<file path="src/rtl/emif_cal_seq_ctrl_pkg.sv">
// Shared types and CSR constants for the EMIF reset/calibration sequencer.
// Status layout is a packed struct so the read mux and any checker agree on bit positions.
package emif_seq_pkg;

    typedef enum logic [2:0] {
        IDLE       = 3'd0,
        ASSERT_RST = 3'd1,
        WAIT_CAL   = 3'd2,
        EVAL       = 3'd3,
        DONE       = 3'd4
    } t_seq_state;

    localparam logic [15:0] EMIF_DFH_OFFSET        = 16'h0000;
    localparam logic [15:0] EMIF_STATUS_OFFSET     = 16'h0008;
    localparam logic [15:0] EMIF_CAPABILITY_OFFSET = 16'h0010;

    localparam logic [63:0] EMIF_DFH_VAL = 64'h3_00000_00B000_1009;

    localparam int STATUS_CH_W = 8;

    typedef struct packed {
        logic [30:0]            rsvd_63_33;
        logic                   seq_done;
        logic                   busy;
        logic [4:0]             rsvd_30_26;
        logic [1:0]             retry_cnt;
        logic [STATUS_CH_W-1:0] timeout;
        logic [STATUS_CH_W-1:0] fail;
        logic [STATUS_CH_W-1:0] success;
    } t_emif_status;

endpackage

</file>
<file path="src/rtl/emif_cal_chan_tracker.sv">
// Per-channel calibration result latch: first report wins within an attempt,
// fail beats success in the same cycle, timeout marks whatever is still unresolved.
module emif_cal_chan_tracker #(
    parameter int NUM_MEM_CH = 4
) (
    input  logic                  clk,
    input  logic                  rst,
    input  logic                  clear_status,
    input  logic                  clear_resolved,
    input  logic                  track_en,
    input  logic                  timeout_hit,
    input  logic [NUM_MEM_CH-1:0] cal_success,
    input  logic [NUM_MEM_CH-1:0] cal_fail,
    output logic [NUM_MEM_CH-1:0] ch_success,
    output logic [NUM_MEM_CH-1:0] ch_fail,
    output logic [NUM_MEM_CH-1:0] ch_timeout,
    output logic                  all_resolved
);

    logic [NUM_MEM_CH-1:0] resolved;
    logic [NUM_MEM_CH-1:0] hit;
    logic [NUM_MEM_CH-1:0] expire;

    // A channel reporting on the timeout cycle keeps its real result.
    always_comb begin
        hit    = '0;
        expire = '0;
        if (track_en) begin
            hit = ~resolved & (cal_success | cal_fail);
            if (timeout_hit) begin
                expire = ~resolved & ~hit;
            end
        end
    end

    assign all_resolved = &resolved;

    always_ff @(posedge clk) begin
        if (rst || clear_status) begin
            resolved   <= '0;
            ch_success <= '0;
            ch_fail    <= '0;
            ch_timeout <= '0;
        end else begin
            if (clear_resolved) begin
                resolved <= '0;
            end else begin
                resolved <= resolved | hit | expire;
            end
            ch_fail    <= ch_fail | (hit & cal_fail);
            ch_success <= ch_success | (hit & ~cal_fail);
            ch_timeout <= ch_timeout | expire;
        end
    end

endmodule

</file>
<file path="src/rtl/emif_cal_seq_ctrl.sv">
// EMIF channel reset and calibration sequencer with retry/timeout and a small CSR window
// (DFH, status, capability). Sequencing starts by itself after rst; a status write restarts it.
module emif_cal_seq_ctrl
    import emif_seq_pkg::*;
#(
    parameter int NUM_MEM_CH  = 4,
    parameter int RST_HOLD    = 16,
    parameter int CAL_TIMEOUT = 1000000,
    parameter int MAX_RETRY   = 2
) (
    input  logic                  clk,
    input  logic                  rst,
    output logic [NUM_MEM_CH-1:0] mem_rst_out,
    input  logic [NUM_MEM_CH-1:0] cal_success,
    input  logic [NUM_MEM_CH-1:0] cal_fail,
    input  logic                  csr_wr_en,
    input  logic                  csr_rd_en,
    input  logic [15:0]           csr_addr,
    input  logic [63:0]           csr_wr_data,
    output logic                  csr_rd_valid,
    output logic [63:0]           csr_rd_data,
    output logic                  seq_done,
    output t_seq_state            dbg_state
);

    localparam int HOLD_W = $clog2(RST_HOLD);
    localparam int TMO_W  = (CAL_TIMEOUT > 1) ? $clog2(CAL_TIMEOUT) : 1;
    localparam logic [HOLD_W-1:0] HOLD_LAST = HOLD_W'(RST_HOLD - 1);
    localparam logic [TMO_W-1:0]  TMO_LAST  = TMO_W'(CAL_TIMEOUT - 1);
    localparam logic [1:0]        RETRY_MAX = 2'(MAX_RETRY);
    localparam logic [63:0] CAP_VAL = {24'h0, 8'(MAX_RETRY), 24'h0, 8'((1 << NUM_MEM_CH) - 1)};

    t_seq_state        state;
    logic [HOLD_W-1:0] hold_cnt;
    logic [TMO_W-1:0]  tmo_cnt;
    logic [1:0]        retry_cnt;

    logic [NUM_MEM_CH-1:0] ch_success;
    logic [NUM_MEM_CH-1:0] ch_fail;
    logic [NUM_MEM_CH-1:0] ch_timeout;
    logic                  all_resolved;

    logic         soft_rst;
    logic         hold_last;
    logic         tmo_hit;
    logic         retry_go;
    t_emif_status status;
    logic         unused_bits;

    assign soft_rst  = csr_wr_en && (csr_addr[15:3] == EMIF_STATUS_OFFSET[15:3]) && csr_wr_data[0];
    assign hold_last = (state == ASSERT_RST) && (hold_cnt == HOLD_LAST);
    assign tmo_hit   = (state == WAIT_CAL) && (tmo_cnt == TMO_LAST);
    assign retry_go  = (state == EVAL) && (|{ch_fail, ch_timeout}) && (retry_cnt < RETRY_MAX);
    assign dbg_state = state;
    assign unused_bits = ^{csr_wr_data[63:1], csr_addr[2:0]};

    emif_cal_chan_tracker #(
        .NUM_MEM_CH(NUM_MEM_CH)
    ) u_tracker (
        .clk           (clk),
        .rst           (rst),
        .clear_status  (soft_rst || retry_go),
        .clear_resolved(hold_last),
        .track_en      (state == WAIT_CAL),
        .timeout_hit   (tmo_hit),
        .cal_success   (cal_success),
        .cal_fail      (cal_fail),
        .ch_success    (ch_success),
        .ch_fail       (ch_fail),
        .ch_timeout    (ch_timeout),
        .all_resolved  (all_resolved)
    );

    // Soft reset overrides whatever the sequencer is doing, including mid-hold.
    always_ff @(posedge clk) begin
        if (rst) begin
            state       <= IDLE;
            hold_cnt    <= '0;
            tmo_cnt     <= '0;
            retry_cnt   <= '0;
            mem_rst_out <= '1;
            seq_done    <= 1'b0;
        end else if (soft_rst) begin
            state       <= ASSERT_RST;
            hold_cnt    <= '0;
            retry_cnt   <= '0;
            mem_rst_out <= '1;
            seq_done    <= 1'b0;
        end else begin
            case (state)
                IDLE: begin
                    state       <= ASSERT_RST;
                    hold_cnt    <= '0;
                    mem_rst_out <= '1;
                end
                ASSERT_RST: begin
                    if (hold_last) begin
                        state       <= WAIT_CAL;
                        tmo_cnt     <= '0;
                        mem_rst_out <= '0;
                    end else begin
                        hold_cnt <= hold_cnt + 1'b1;
                    end
                end
                WAIT_CAL: begin
                    if (tmo_cnt != TMO_LAST) begin
                        tmo_cnt <= tmo_cnt + 1'b1;
                    end
                    if (all_resolved || tmo_hit) begin
                        state <= EVAL;
                    end
                end
                EVAL: begin
                    if (retry_go) begin
                        state       <= ASSERT_RST;
                        retry_cnt   <= retry_cnt + 1'b1;
                        hold_cnt    <= '0;
                        mem_rst_out <= '1;
                    end else begin
                        state    <= DONE;
                        seq_done <= 1'b1;
                    end
                end
                DONE: begin
                    mem_rst_out <= '0;
                end
                default: begin
                    state <= IDLE;
                end
            endcase
        end
    end

    always_comb begin
        status           = '0;
        status.success   = STATUS_CH_W'(ch_success);
        status.fail      = STATUS_CH_W'(ch_fail);
        status.timeout   = STATUS_CH_W'(ch_timeout);
        status.retry_cnt = retry_cnt;
        status.busy      = (state != DONE);
        status.seq_done  = seq_done;
    end

    // Registered read port: the mux sees pre-write state, so a same-cycle write is invisible.
    always_ff @(posedge clk) begin
        if (rst) begin
            csr_rd_valid <= 1'b0;
            csr_rd_data  <= '0;
        end else begin
            csr_rd_valid <= csr_rd_en;
            if (!csr_rd_en) begin
                csr_rd_data <= '0;
            end else if (csr_addr[15:3] == EMIF_DFH_OFFSET[15:3]) begin
                csr_rd_data <= EMIF_DFH_VAL;
            end else if (csr_addr[15:3] == EMIF_STATUS_OFFSET[15:3]) begin
                csr_rd_data <= status;
            end else if (csr_addr[15:3] == EMIF_CAPABILITY_OFFSET[15:3]) begin
                csr_rd_data <= CAP_VAL;
            end else begin
                csr_rd_data <= '0;
            end
        end
    end

endmodule

</file>
<file path="config.mk">
export PLATFORM = sky130hd
export DESIGN_NAME = emif_cal_seq_ctrl
export DESIGN_NICKNAME = d
export VERILOG_FILES = /design/src/rtl/emif_cal_seq_ctrl_pkg.sv /design/src/rtl/emif_cal_chan_tracker.sv /design/src/rtl/emif_cal_seq_ctrl.sv
export SDC_FILE = /design/constraint.sdc
export NUM_CORES = 1
export LEC_CHECK = 0
export BUFFER_PORTS_ARGS = -buffer_cell sky130_fd_sc_hd__buf_4
export CAP_MARGIN = 20
export CELL_PAD_IN_SITES_DETAIL_PLACEMENT = 0
export CELL_PAD_IN_SITES_GLOBAL_PLACEMENT = 1
export CORE_MARGIN = 4
export CORE_UTILIZATION = 32
export DETAILED_ROUTE_END_ITERATION = 10
export HOLD_SLACK_MARGIN = 0.1
export PLACE_DENSITY_LB_ADDON = 0.1
export SETUP_SLACK_MARGIN = 0.02
export SYNTH_ARGS = -nofsm -noshare
export SYNTH_HDL_FRONTEND = slang
export SYNTH_SLANG_ARGS = --single-unit
</file>
<file path="constraint.sdc">
create_clock -name clk -period 7.2 [get_ports clk]
set_input_delay 1.44 -clock clk [delete_from_list [all_inputs] [get_ports clk]]
set_output_delay 1.44 -clock clk [all_outputs]
set_load 0.005 [all_outputs]
</file>
## Word-level counts from Yosys, hierarchy flattened

Index checks and enable logic that the tools add are counted.

| storage, ports and cells | value |
|---|---|
| register bits after elaboration | 115 |
| latch bits | 0 |
| bits in writable memories | 0 |
| bits in read-only memories | 0 |
| output and inout port bits | 73 |
| logic and storage cells | 102 |
| memories | 0 |

| operators by class | value |
|---|---|
| add/sub/neg operators | 3 |
| $mul | 0 |
| div/mod/pow operators | 0 |
| magnitude comparators | 1 |
| eq/ne operators | 18 |
| shift operators | 0 |
| multiplexer cells | 20 |
| bitwise logic cells | 17 |
| reductions and logical operators | 28 |

Operators with widths:

| cell | count |
|---|---|
| $mux 34 | 2 |
| $mux 62 | 1 |
| $mux 20 | 2 |
| $pmux 20 s2 | 1 |
| $mux 4 | 7 |
| $or 4x4->4 | 6 |
| $add 20x1->20 const B | 1 |
| $eq 20x20->1 const B | 1 |
| $ne 20x20->1 const B | 1 |
| $and 4x4->4 | 4 |
| $pmux 4 s4 | 1 |
| $pmux 3 s5 | 1 |
| $eq 13x1->1 const B | 1 |
| $eq 13x2->1 const B | 1 |
| $logic_not 13->1 | 1 |
| $ne 2x2->1 const B | 6 |
| $not 4->4 | 3 |
| $pmux 4 s3 | 1 |
| $reduce_and 3->1 | 4 |
| $mux 3 | 3 |
| $ne 3x3->1 const B | 3 |
| $reduce_and 4->1 | 2 |
| $reduce_or 8->1 | 1 |
| $eq 3x2->1 const B | 2 |
| 18 further kinds | 31 |

## Logic depth before layout (Yosys ltp)

Gate-level depths: netlist of run 1.

| depth | value |
|---|---|
| word-level depth | 7 |
| mapped depth | 9 |
| mapped depth without buffers | 6 |

## Hierarchy

Synthesis of run 1 repeated with hierarchy kept, for this count alone.

| second synthesis, totals | value |
|---|---|
| cells, all modules | 355 |
| area total of the unflattened synthesis | 3184.3 µm² |

By module, submodules not included:

| module | instances | cells each | area each (µm²) | sequential area each (µm²) |
|---|---|---|---|---|
| emif_cal_seq_ctrl | 1 | 294 | 2539.9 | 1001.0 |
| emif_cal_chan_tracker | 1 | 61 | 644.4 | 320.3 |

## Least setup slack after synthesis of run 1

OpenSTA, ideal clock, no wires.

| timing path | value |
|---|---|
| path kind | input to register |
| start | in csr_wr_data[0] |
| end | reg tmo_cnt[17] |
| library setup time | 0.070 ns |
| arrival time | 3.239 ns |
| required time | 7.130 ns |
| path slack | 3.891 ns |
| stages on the path | 7 |
| buffers on the path | 2 |
| path through | and4b_1 and4_1 clkbuf_1 or4b_1 clkbuf_1 or4_1 a21oi_1 |

| between the ends | value |
|---|---|
| cells in the longest elaborated chain, start to end | 3 |

RTL lines:

| item | RTL line | text |
|---|---|---|
| from (decl) | emif_cal_seq_ctrl.sv:19 | `input logic [63:0] csr_wr_data,` |
| $logic_and 1x1->1 | emif_cal_seq_ctrl.sv:50 | `assign soft_rst = csr_wr_en && (csr_addr[15:3] == EMIF_STATUS_OFFSET[15:3]) && csr_wr_data[0];` |
| $not 1->1 (no source line) | - |  |
| $reduce_and 4->1 (no source line) | - |  |
| to (signal assigned) | emif_cal_seq_ctrl.sv:107 | `tmo_cnt <= tmo_cnt + 1'b1;` |
| to (decl) | emif_cal_seq_ctrl.sv:35 | `logic [TMO_W-1:0] tmo_cnt;` |

No other way between the ends.
A chain may end at the register's enable or synchronous reset.

## Worst setup path after layout of run 1

| timing path | value |
|---|---|
| start | in csr_addr[4] |
| end | reg tmo_cnt[19] |

| between the ends | value |
|---|---|
| cells in the longest elaborated chain, start to end | 5 |

RTL lines:

| item | RTL line | text |
|---|---|---|
| from (decl) | emif_cal_seq_ctrl.sv:18 | `input logic [15:0] csr_addr,` |
| $eq 13x1->1 | emif_cal_seq_ctrl.sv:50 |  |
| $logic_and 1x1->1 (2 in series) | emif_cal_seq_ctrl.sv:50 |  |
| $not 1->1 (no source line) | - |  |
| $reduce_and 4->1 (no source line) | - |  |

No other way between the ends.

==> results of run 1 <==
power by group through the flow:
stage,sequential (uW),clock (uW),combinational (uW)
5_1_grt,369,381,40.3
4_1_cts,369,365,35.6
2_1_floorplan,376,0,35.2
3_5_place_dp,377,0,35.4
6_report,369,353,35.9
3_3_place_gp,377,0,35.8
metrics by stage:
| step | utilization | instances | instance area (um^2) | worst slack [ns] |
|---|---|---|---|---|
| after global routing | 0.3812 | 547 | 3709 | 3.832 |
| after CTS | 0.3812 | 547 | 3709 | 3.992 |
| after global placement | 0.3579 | 531 | 3482 | 3.622 |
| final | 0.3812 | 547 | 3709 | 3.962 |
| after floorplan | - | 407 | 3323 | 3.891 |
| after detailed placement | 0.3579 | 531 | 3482 | 3.640 |
layer usage:
layer / wire [um] / vias to the layer above / part of all wire / GRT usage
li1: - / 1284 / - / -
met1: 3344 / 1118 / 0.47 / 0.1674
met2: 3295 / 57 / 0.46 / 0.1887
met3: 392 / 7 / 0.055 / 0.03299
met4: 66 / 0 / 0.0093 / 0.04328
met5: 0 / - / 0 / 0
flip-flops by register name, summed over array words and instances, names as in the netlist, 2 cells and up:
| signal | count |
|---|---|
| csr_rd_data | 18 |
| dbg_state | 3 |
| hold_cnt | 4 |
| retry_cnt | 2 |
| tmo_cnt | 20 |
| u_tracker.ch_fail | 4 |
| u_tracker.ch_success | 4 |
| u_tracker.ch_timeout | 4 |
| u_tracker.resolved | 4 |
logic make-up after synthesis:
| family | count (synthesis) | share of synthesized area |
|---|---|---|
| multiplexers | 2 | 0.006317 |
| XOR/XNOR | 9 | 0.02487 |
| adder cells (fa/ha/maj) | 2 | 0.007895 |
| AND/OR/NAND/NOR | 145 | 0.2637 |
| flip-flops | 66 | 0.4169 |
| buffers and inverters | 73 | 0.1469 |
| AO/OA/AOI/OAI | 68 | 0.1323 |
| other | 1 | 0.001183 |
path summary, 6_finish.rpt:
path,start,endpoint,slack [ns],cells after the start
setup / recovery,csr_addr[4],tmo_cnt[19],3.96,6
hold / removal,u_tracker.ch_success[3],csr_rd_data[3],0.48,2
setup reg to reg,dbg_state[1],tmo_cnt[19],4.52,5
hold reg to reg,u_tracker.ch_success[3],csr_rd_data[3],0.48,2
cells in the final DEF, fill, tap and decap left out, types with 4 or more instances in the layout:
cell type,count
a31oi_1,9
nand3_1,9
nor4_1,7
or4_1,8
nand2_1,10
nor2_1,43
a21o_1,4
o31ai_1,6
or3_1,4
dfxtp_1,66
nor3_1,12
buf_4,58
xor2_1,4
nand4_1,6
and2_1,15
a21oi_1,24
clkbuf_8,10
a211oi_1,7
xnor2_1,5
conb_1,42
nor2b_1,4
nand2b_1,8
o21ai_0,11
inv_1,6
cell type report:
cell class	instances	area share
repair buffers	58	0.1174
clock buffers	10	0.03711
well taps	133	0.04487
inverters	6	0.006073
flip-flops and latches	66	0.3563
clock inverters	6	0.02395
multi-input cells	268	0.4143
worst max-delay path, stage by stage:
cell     delay [ns]
buf_4          0.11
and4b_1        0.22
and4_1         0.32
or4b_1         0.73
or4_1          0.52
a21oi_1        0.15
==> run summary, run 1 <==
Measured along the y axis, the die boundary spans 107.5 um. The starting DRC count in detailed routing is 88. The post-route total power came out at 757.2 uW. Setup repair after global routing left no endpoint under its margin.

The wire-length estimate of the detail-placed layout is 5157 um. The worst-case headroom to the max-slew limit came out at 0.3632. The post-route clock period utilization came out at 0.4498. The total of max-cap violations came out at 0. TritonCTS built the clock tree.

The part of the Yosys area used for sequential elements is 0.4169. The number of buffers created by CTS came out at 9. The fraction of post-synthesis cell area in the top cell type by area came out at 0.4169. The core footprint came out at 9729 um^2. The worst-margin pin slew came out at 0.9429 ns. The detailed-route vias per instance came out at 4.508.

The final number of hold-violating endpoints came to 0. The number of nets in the layout came out at 503. In the final layout, the share of cells above drive strength 1 is 0.1981. The congestion estimate from routability-driven global placement came to 0.7240. The tightest min-delay check is of the flip-flop to flip-flop type.

The floorplan row count came out at 36. The time the worst path needs with I/O delays and setup is 3.238 ns. The peak fanout along the critical path is 9. Setup violations remaining at the end of the flow were counted as 0.

The number of synthesis warnings came out at 0. The total number of H-tree levels is 3. For the worst setup path, the data arrival time is 3.50 ns.

The wire length of the first global-routing pass came out at 11270 um. The number of storage elements in the synthesis netlist is 66. The mapped cell area came out at 3169 um^2. Compared with the post-synthesis result, the final layout area differs by 17.02%. The die outline area is 11560 um^2. The total wirelength of the detailed-routed design is 7099 um. The cell count after synthesis came out at 366.

The storage element area is 1321 um^2. The highest achievable clock rate came out at 308.8 MHz. The proportion of synthesized flip-flops having asynchronous set or reset came out at 0.

The category of the critical setup timing path is primary input to flip-flop. The detailed router placed 2466 vias in this run. The worst setup path is launched from a primary input.

The worst vdd rail ir drop came out at 0.09380 mV. The number of different library cells in the post-synthesis netlist came out at 48. The setup total negative slack is 0 ns. For this run, design rule violations remaining after detail routing come to 0. Internal power comes to 587.4 uW.

The run finished with clean final reports. No sink is reached through more buffers than the 2 on the longest clock path. The ratio of total power to cell area came out at 204.2 nW/um^2. The final max-slew violation count came out at 0. The layout filler cell count is 1053. Of the total power, registers draw 0.487. The starting density of the core came out at 0.3257. The worst hold-check slack is 0.4826 ns. The TritonCTS sink count came out at 66. In this run, post-CTS repair resized a total of 0 instances. Counting flops with a built-in enable in the synthesized netlist gives 0.

The buffer type at the clock tree root is clkbuf_8. After synthesis, the most frequently instantiated cells are 66 x dfxtp_1, 50 x buf_4, 43 x nor2_1. Entering global routing, the biggest net connects 20 pins.

The clock reaches the later pin of the worst-skew pair after 0.34 ns. The number of global-route vias before repair is 2251. For the worst setup path, the data required time is 7.46 ns.

The cell leakage power is 0.001464 uW. After detailed routing, the average wire length per cell comes to 12.98 um. The average footprint of a synthesized cell is 8.659 um^2.

The biggest area contributor in the post-synthesis netlist is dfxtp_1. The first TritonRoute pass finished after 4 iterations. The number of hold buffers added after cts came out at 0.

The fraction of power spent switching nets came out at 0.2242. dfxtp_1 is the most common cell in the netlist. After clock tree synthesis, the clock-pin slew on the worst setup and hold paths is 0.07 ns. The number of buffers inserted by port buffering is 56. The number of top-level design ports came out at 165. The number of antenna diodes came out at 0. The post-CTS setup-driven buffer insertion count came out at 0. In this run the power spent charging and discharging nets is 169.7 uW. The portion of total power attributed to the clock network came out at 0.466. The combinational share of power came out at 0.047.

The initial antenna violation count is 0. The leftover overflow at the end of global routing is 0. The die width came out at 107.5 um.

The most frequently used flop master after synthesis is dfxtp_1. STA classifies the critical path endpoint as a flip-flop. After synthesis, the cell types taking the most area are dfxtp_1 42%, buf_4 12%, nor2_1 5.1%. The number of nets still failing antenna checks after routing is 0. The multi-input logic area came out at 1536 um^2. In the global route stage, overall resource usage came out at 0.1235. The clock tree skew after final layout came out at 0.006644 ns.
Power figures use the tool's default switching activity.
==> inputs of run 2 (changes only) <==
==> constraint.sdc (replaced) <==
create_clock -name clk -period 3.2 [get_ports clk]
set_input_delay 0.64 -clock clk [delete_from_list [all_inputs] [get_ports clk]]
set_output_delay 0.64 -clock clk [all_outputs]
set_load 0.005 [all_outputs]
==> run 2 against run 1 <==
  * Hold slack got worse by 0.0056 ns
  * Power increased by 110%
  * Utilization about the same
  * Design area about the same
  * Sequential share of layout area about the same
  * Critical endpoint unchanged
  * Combinational power increased by 130%
  * Non-clock buffer count increased by 3
  * Critical path type is now flip-flop to flip-flop
  * Wire length increased by 0.94%
  * Die area unchanged
  * Register-to-register slack got worse by 3.8 ns
  * Final cell count increased by 0.55%
==> run summary, run 2 (synthesis results as in run 1) <==
Status: complete, no violations (unchanged). The worst-case headroom to the max-slew limit came out at 0.3600 (was 0.3632). The critical path capture point type is a flip-flop (unchanged). The average wire per standard cell came out at 13.03 um (was 12.98 um). The worst-case clock buffer depth was 2 (unchanged). The global router's overall resource usage is 0.1222 (was 0.1235). The clock-pin slew of the registers on the worst-case setup and hold paths came out at 0.08 ns (was 0.07 ns). The share of total power in sequential cells was 0.510 (was 0.487). The worst hold path depth came out at 2 (unchanged). The ratio of total power to cell area is 438.9 nW/um^2 (was 204.2 nW/um^2). The post-route total power is 1627 uW (was 757.2 uW). The number of nets still failing antenna checks after routing came to 0 (unchanged). The die width came to 107.5 um (unchanged).

The post-cts gate resize count is 0 (unchanged). The peak fanout along the critical path came to 9 (unchanged). The class of the worst hold path is flip-flop to flip-flop (unchanged). The number of instances in the placed design was 534 (was 531). The share of post-route cells with drive strength above 1 is 0.2038 (was 0.1981). The internal power component is 1243 uW (was 587.4 uW). The maximum number of pins on one net before global-route repair came to 20 (unchanged). The detailed-route vias per instance came out at 4.522 (was 4.508).

The switching power summed over all nets is 384.4 uW (was 169.7 uW). The floorplan row count came out at 36 (unchanged). The combinational share of power came out at 0.050 (was 0.047). The buffer type at the clock tree root is clkbuf_8 (unchanged). The number of buffers inserted by port buffering is 56 (unchanged). The number of standard cells in the layout, taps in and fillers out came out at 550 (was 547). The number of antenna diodes is 0 (unchanged). The wire length of the first global-routing pass came out at 11110 um (was 11270 um).

The die outline area was 11560 um^2 (unchanged). The destination of the worst register-to-register timing path was tmo_cnt[19] (unchanged). The starting DRC count in detailed routing came out at 69 (was 88). The portion of total power attributed to the clock network is 0.441 (was 0.466). Biggest registers after layout: tmo_cnt: 20 flops, csr_rd_data: 18 flops (unchanged).

The final setup violation count is 0 (unchanged). The initial antenna violation count is 0 (unchanged). The maximum cell stage delay along the critical path is 0.70 ns (was 0.73 ns). The critical path data arrival time came out at 2.73 ns (was 3.50 ns).

The register with the most flip-flops is tmo_cnt (unchanged). The cell type of the slowest stage on the worst timing path is or4b_1 (unchanged). The register-to-register setup slack is 0.74 ns (was 4.52 ns). The flip-flop count of the largest register after layout came out at 20 (unchanged). The total wirelength of the detailed-routed design came out at 7166 um (was 7099 um). The critical path launch point type is a flip-flop (was primary input). Commonest cells after routing, fill and taps aside: 66 x dfxtp_1, 61 x buf_4, 43 x nor2_1 (was 66 x dfxtp_1, 58 x buf_4, 43 x nor2_1).

The starting density of the core is 0.3257 (unchanged). The number of cells traversed by the worst register-to-register path was 5 (unchanged). The number of global-route vias before repair came to 2265 (was 2251).

The area added between synthesis and finish came out at 16.98% (was 17.02%). The total of max-cap violations is 0 (unchanged). The half-perimeter wire length of the detailed placement result came out at 5290 um (was 5157 um).

The detailed-route via count came out at 2487 (was 2466). The highest achievable clock rate is 406.1 MHz. The time the worst path needs with I/O delays and setup is 2.463 ns. The number of detailed-routing iterations run before antenna repair came out at 4 (unchanged).

The fraction of power spent switching nets is 0.2362 (was 0.2242). The origin of the worst min-delay path is tmo_cnt[18] (was u_tracker.ch_success[3]). The leftover overflow at the end of global routing is 0 (unchanged). The top cell family by delay on the critical path is simple AND/OR/NAND/NOR gates (unchanged). The worst hold-check slack was 0.4770 ns (was 0.4826 ns). The number of nets in the layout is 506 (was 503). The final max-slew violation count came out at 0 (unchanged). The core footprint came out at 9729 um^2 (unchanged). The number of hold buffers added after cts came out at 0 (unchanged). The most common library cell in the layout ignoring fill and taps is dfxtp_1 (unchanged). The TritonCTS sink count came out at 66 (unchanged). The count of buffer and inverter cells on the critical path came out at 0 (was 1). The cell leakage power came out at 0.001474 uW (was 0.001464 uW). The residual DRC count came out at 0 (unchanged). The clock tree skew after final layout is 0.01045 ns (was 0.006644 ns). The clock tree from TritonCTS is done (unchanged).

The category of the critical setup timing path is flip-flop to flip-flop (was primary input to flip-flop). The total number of H-tree levels is 3 (unchanged). The number of buffers created by CTS is 9 (unchanged). The vertical extent of the die is 107.5 um (unchanged). The source-to-sink clock delay at the later pin of the worst-skew pair came to 0.34 ns (about the same). The final number of hold-violating endpoints is 0 (unchanged).

The required arrival time at the worst endpoint is 3.47 ns (was 7.46 ns). Setup repair after global routing missed its margin: false (unchanged). The number of top-level design ports came to 165 (unchanged). The worst-case hold path end point is tmo_cnt[18] (was csr_rd_data[3]). Ordered cell list for the critical path: nor3b_2 -> a21oi_2 -> or4b_1 -> or4_1 -> a21oi_1 (was buf_4 -> and4b_1 -> and4_1 -> or4b_1 -> or4_1 -> a21oi_1). The setup total negative slack is 0 ns (unchanged). The reg-to-reg startpoint is dbg_state[0] (was dbg_state[1]). The final weighted congestion in routability-driven placement came out at 0.7326 (was 0.7240). The post-route clock period utilization came out at 0.7695. The worst-margin pin slew came out at 0.9476 ns (was 0.9429 ns).

The post-CTS setup-driven buffer insertion count came out at 0 (unchanged). The worst vdd rail ir drop is 0.2210 mV (was 0.09380 mV).
==> run 2: cell count changes in the layout (fill, tap and decap cells not counted), sizes merged <==
cell / delta
buf: +3
clkinvlp: -1
clkinv: +2
bufinv: -1
==> run 2: how the worst max path moves through the flow <==
| stage | endpoint | cells past startpoint | start |
|---|---|---|---|
| after floorplan | tmo_cnt[17] | 7 | csr_wr_data[0] |
| after global placement | tmo_cnt[17] | 6 | csr_addr[4] |
| after detailed placement | tmo_cnt[19] | 6 | csr_addr[3] |
| after CTS | tmo_cnt[19] | 5 | dbg_state[0] |
| after global routing | tmo_cnt[19] | 5 | dbg_state[0] |
| final | tmo_cnt[19] | 5 | dbg_state[0] |
==> run 2: cell type report <==
| class | instances | area, um^2 |
|---|---|---|
| Fill cell | 1054 | 6022 |
| Timing Repair Buffer | 61 | 457.9 |
| Sequential cell | 66 | 1321 |
| Clock inverter | 6 | 65.06 |
| Inverter | 6 | 22.52 |
| Multi-Input combinational cell | 268 | 1536 |
| Clock buffer | 10 | 137.6 |
| Tap cell | 133 | 166.4 |
==> run 2: worst min-delay path: stages (launching register included) <==
cell and delay (ns):
dfxtp_1 0.32, nand2_1 0.05, mux2i_1 0.06
==> run 2: stage by stage <==
step	cell area, um^2	setup WS (ns)	utilization
4_1_cts	3707	0.7215	0.3810
3_5_place_dp	3505	0.4415	0.3602
2_1_floorplan	3323	0.6912	-
6_report	3707	0.7374	0.3810
5_1_grt	3707	0.5933	0.3810
3_3_place_gp	3505	0.4511	0.3602
==> run 2: layer usage <==
| layer | vias to the layer above | track usage | part of all wire |
|---|---|---|---|
| li1 | 1288 | - | - |
| met1 | 1133 | 0.1570 | 0.47 |
| met2 | 59 | 0.1963 | 0.47 |
| met3 | 7 | 0.03239 | 0.051 |
| met4 | 0 | 0.04509 | 0.014 |
| met5 | - | 0 | 0 |
==> run 2: power groups by stage <==
stage | clock network [uW] | logic (uW) | registers (uW)
floorplan | 0 | 79.1 | 846
global placement | 0 | 80.6 | 849
detailed placement | 0 | 80.3 | 849
CTS | 747 | 80.4 | 830
global route | 782 | 90.6 | 830
finish | 717 | 80.9 | 830
==> inputs of run 3 (changes only) <==
==> constraint.sdc (replaced) <==
create_clock -name clk -period 2.4 [get_ports clk]
set_input_delay 0.48 -clock clk [delete_from_list [all_inputs] [get_ports clk]]
set_output_delay 0.48 -clock clk [all_outputs]
set_load 0.005 [all_outputs]
==> run 3 against run 2 <==
  * Die area did not move
  * Register-to-register slack worse by 0.67 ns
  * Sequential power rose by 33%
  * Via count up 3.6%
  * Non-clock buffer count rose by 19
  * Global-route usage rose by 0.79 points
  * Critical path depth unchanged
  * Critical path type unchanged
==> run summary, run 3 (synthesis results as in run 1) <==
The floorplan row count came out at 36 (unchanged). The detailed-route via count was 2577 (was 2487). The worst vdd rail ir drop was 0.2542 mV (was 0.2210 mV). The post-cts gate resize count came out at 0 (unchanged).

The number of hold buffers added after cts is 0 (unchanged). The cell that appears most often on the critical path is or4_4. The area added between synthesis and finish came out at 22.27% (was 16.98%). The ratio of total power to cell area came to 566.6 nW/um^2 (was 438.9 nW/um^2). The reg-to-reg startpoint was tmo_cnt[8] (was dbg_state[0]). The cell type of the slowest stage on the worst timing path is or4_4 (was or4b_1).

The number of standard cells in the layout, taps in and fillers out is 569 (was 550). The average wire per standard cell came to 12.92 um (was 13.03 um). The post-CTS setup-driven buffer insertion count came to 0 (unchanged). The top cell family by delay on the critical path was simple AND/OR/NAND/NOR gates (unchanged). The total wirelength of the detailed-routed design is 7354 um (was 7166 um). The flip-flop count of the largest register after layout came to 20 (unchanged).

The number of nets in the layout came out at 525 (was 506). The number of top-level design ports came out at 165 (unchanged). The die width is 107.5 um (unchanged). The critical path capture point type was a flip-flop (unchanged). The worst-case hold path end point is dbg_state[0] (was tmo_cnt[18]). The number of nets still failing antenna checks after routing came out at 0 (unchanged). The layout filler cell count is 1031 (was 1054).

The core footprint was 9729 um^2 (unchanged). The source-to-sink clock delay at the later pin of the worst-skew pair came to 0.35 ns (was 0.34 ns). The slack of the critical path came out at 0.07049 ns (was 0.7374 ns). The peak fanout along the critical path came out at 3 (was 9). The share of post-route cells with drive strength above 1 came out at 0.2408 (was 0.2038). The worst-case clock buffer depth came out at 2 (unchanged). The number of buffers inserted by port buffering is 56 (unchanged). The TritonCTS sink count is 66 (unchanged).

The number of instances in the placed design came out at 553 (was 534). The clock tree from TritonCTS was done (unchanged). The post-route total power came out at 2196 uW (was 1627 uW). The total number of H-tree levels came to 3 (unchanged).

The number of global-route vias before repair is 2377 (was 2265). The setup slack after placement came out at -0.05508 ns (was 0.4415 ns). The register-to-register setup slack was 0.07 ns (was 0.74 ns). The register with the most flip-flops is tmo_cnt (unchanged).

The critical path data arrival time is 2.61 ns (was 2.73 ns). Commonest cells after routing, fill and taps aside: 78 x buf_4, 65 x dfxtp_1, 43 x nor2_1 (was 66 x dfxtp_1, 61 x buf_4, 43 x nor2_1). The utilization after layout came out at 0.3983 (was 0.3810). The highest achievable clock rate is 429.3 MHz (was 406.1 MHz). The clock tree skew after final layout was 0.008999 ns (was 0.01045 ns).

The final weighted congestion in routability-driven placement is 0.7542 (was 0.7326). The half-perimeter wire length of the detailed placement result is 5438 um (was 5290 um). Status: complete, no violations (unchanged). The count of buffer and inverter cells on the critical path came out at 0 (unchanged).

The summed area of non-filler cells in the final layout was 3875 um^2 (was 3707 um^2). The cell leakage power is 0.001571 uW (was 0.001474 uW). The most common library cell in the layout ignoring fill and taps is buf_4 (was dfxtp_1). The worst-margin pin slew is 0.6539 ns (was 0.9476 ns). Biggest registers after layout: tmo_cnt: 20 flops, csr_rd_data: 18 flops (unchanged). The category of the critical setup timing path was flip-flop to flip-flop (unchanged).

The residual DRC count is 0 (unchanged). The final max-slew violation count came to 0 (unchanged). The final setup violation count is 0 (unchanged). The final number of hold-violating endpoints is 0 (unchanged).

The wire length of the first global-routing pass came out at 11840 um (was 11110 um). The class of the worst hold path is primary input to flip-flop (was flip-flop to flip-flop). The vertical extent of the die is 107.5 um (unchanged). The post-route clock period utilization was 0.9706 (was 0.7695). The die outline area was 11560 um^2 (unchanged). The number of detailed-routing iterations run before antenna repair is 4 (unchanged). The destination of the worst register-to-register timing path is dbg_state[0] (was tmo_cnt[19]). The origin of the worst min-delay path is rst (was tmo_cnt[18]). The buffer type at the clock tree root is clkbuf_8 (unchanged). The maximum number of pins on one net before global-route repair is 20 (unchanged).

The detailed-route vias per instance came to 4.529 (was 4.522). The critical path launch point type is a flip-flop (unchanged). The worst-case headroom to the max-slew limit is 0.5641 (was 0.3600). The post-placement cell area is 3672 um^2 (was 3505 um^2). The maximum cell stage delay along the critical path is 0.52 ns (was 0.70 ns). The starting DRC count in detailed routing came out at 87 (was 69).

The starting density of the core is 0.3257 (unchanged). The initial antenna violation count is 0 (unchanged). The required arrival time at the worst endpoint came out at 2.68 ns (was 3.47 ns).

The number of buffers created by CTS came out at 9 (unchanged). The leftover overflow at the end of global routing is 0 (unchanged). Setup repair after global routing missed its margin: true (was false). The number of antenna diodes is 0 (unchanged). The clock-pin slew of the registers on the worst-case setup and hold paths is 0.08 ns (about the same). The worst hold path depth was 2 (unchanged). Ordered cell list for the critical path: or4b_1 -> or4_4 -> or4_4 -> a221o_1 -> a31oi_1 (was nor3b_2 -> a21oi_2 -> or4b_1 -> or4_1 -> a21oi_1). The time the worst path needs with I/O delays and setup was 2.330 ns (was 2.463 ns). The global router's overall resource usage came out at 0.1301 (was 0.1222). The number of cells traversed by the worst register-to-register path came to 5 (unchanged). The total of max-cap violations is 0 (unchanged).
## run 3: worst max-delay path by stage
stage,startpoint,endpoint,slack [ns],cells after the start
global route,tmo_cnt[8],dbg_state[0],-0.02,5
global placement,csr_wr_data[0],tmo_cnt[19],-0.05,6
floorplan,csr_wr_data[0],tmo_cnt[17],0.05,7
finish,tmo_cnt[8],dbg_state[0],0.07,5
CTS,tmo_cnt[15],dbg_state[0],0.03,5
detailed placement,csr_wr_data[0],tmo_cnt[17],-0.06,6
## run 3: worst reg2reg max path: stages (launching register included)
cell and delay (ns):
dfxtp_1 0.31, or4b_1 0.51, or4_4 0.52, or4_4 0.45, a221o_1 0.33, a31oi_1 0.15
## run 3: stage by stage
| step | setup TNS [ns] | hold WS [ns] |
|---|---|---|
| final | 0 | 0.3408 |
| after global routing | -0.02066 | 0.3371 |
| after CTS | 0 | 0.3256 |
| after detailed placement | -0.1689 | 0.4691 |
| after global placement | -0.1480 | 0.4611 |
| after floorplan | 0 | 0.4271 |
## run 3: per-layer routing
metal  share of wire  global-route usage  up-vias
met2            0.47              0.1998       62
met5               0                   0        -
met1            0.47              0.1744     1170
met3           0.056             0.04199        5
met4          0.0099             0.03787        0
li1                -                   -     1340
## run 3: report_power, final
group | internal, uW | switching [uW]
Sequential | 1100 | 4.98
Clock | 489 | 483
Combinational | 56.5 | 63.2
## run 3: cell type report
type                            count  area [um^2]  share of cell area
Clock buffer                        9        123.9             0.03197
Clock inverter                      7        77.57             0.02002
Inverter                            6        22.52            0.005812
Multi-Input combinational cell    268         1536              0.3965
Sequential cell                    66         1323              0.3413
Tap cell                          133        166.4             0.04294
Timing Repair Buffer               80        625.6              0.1614
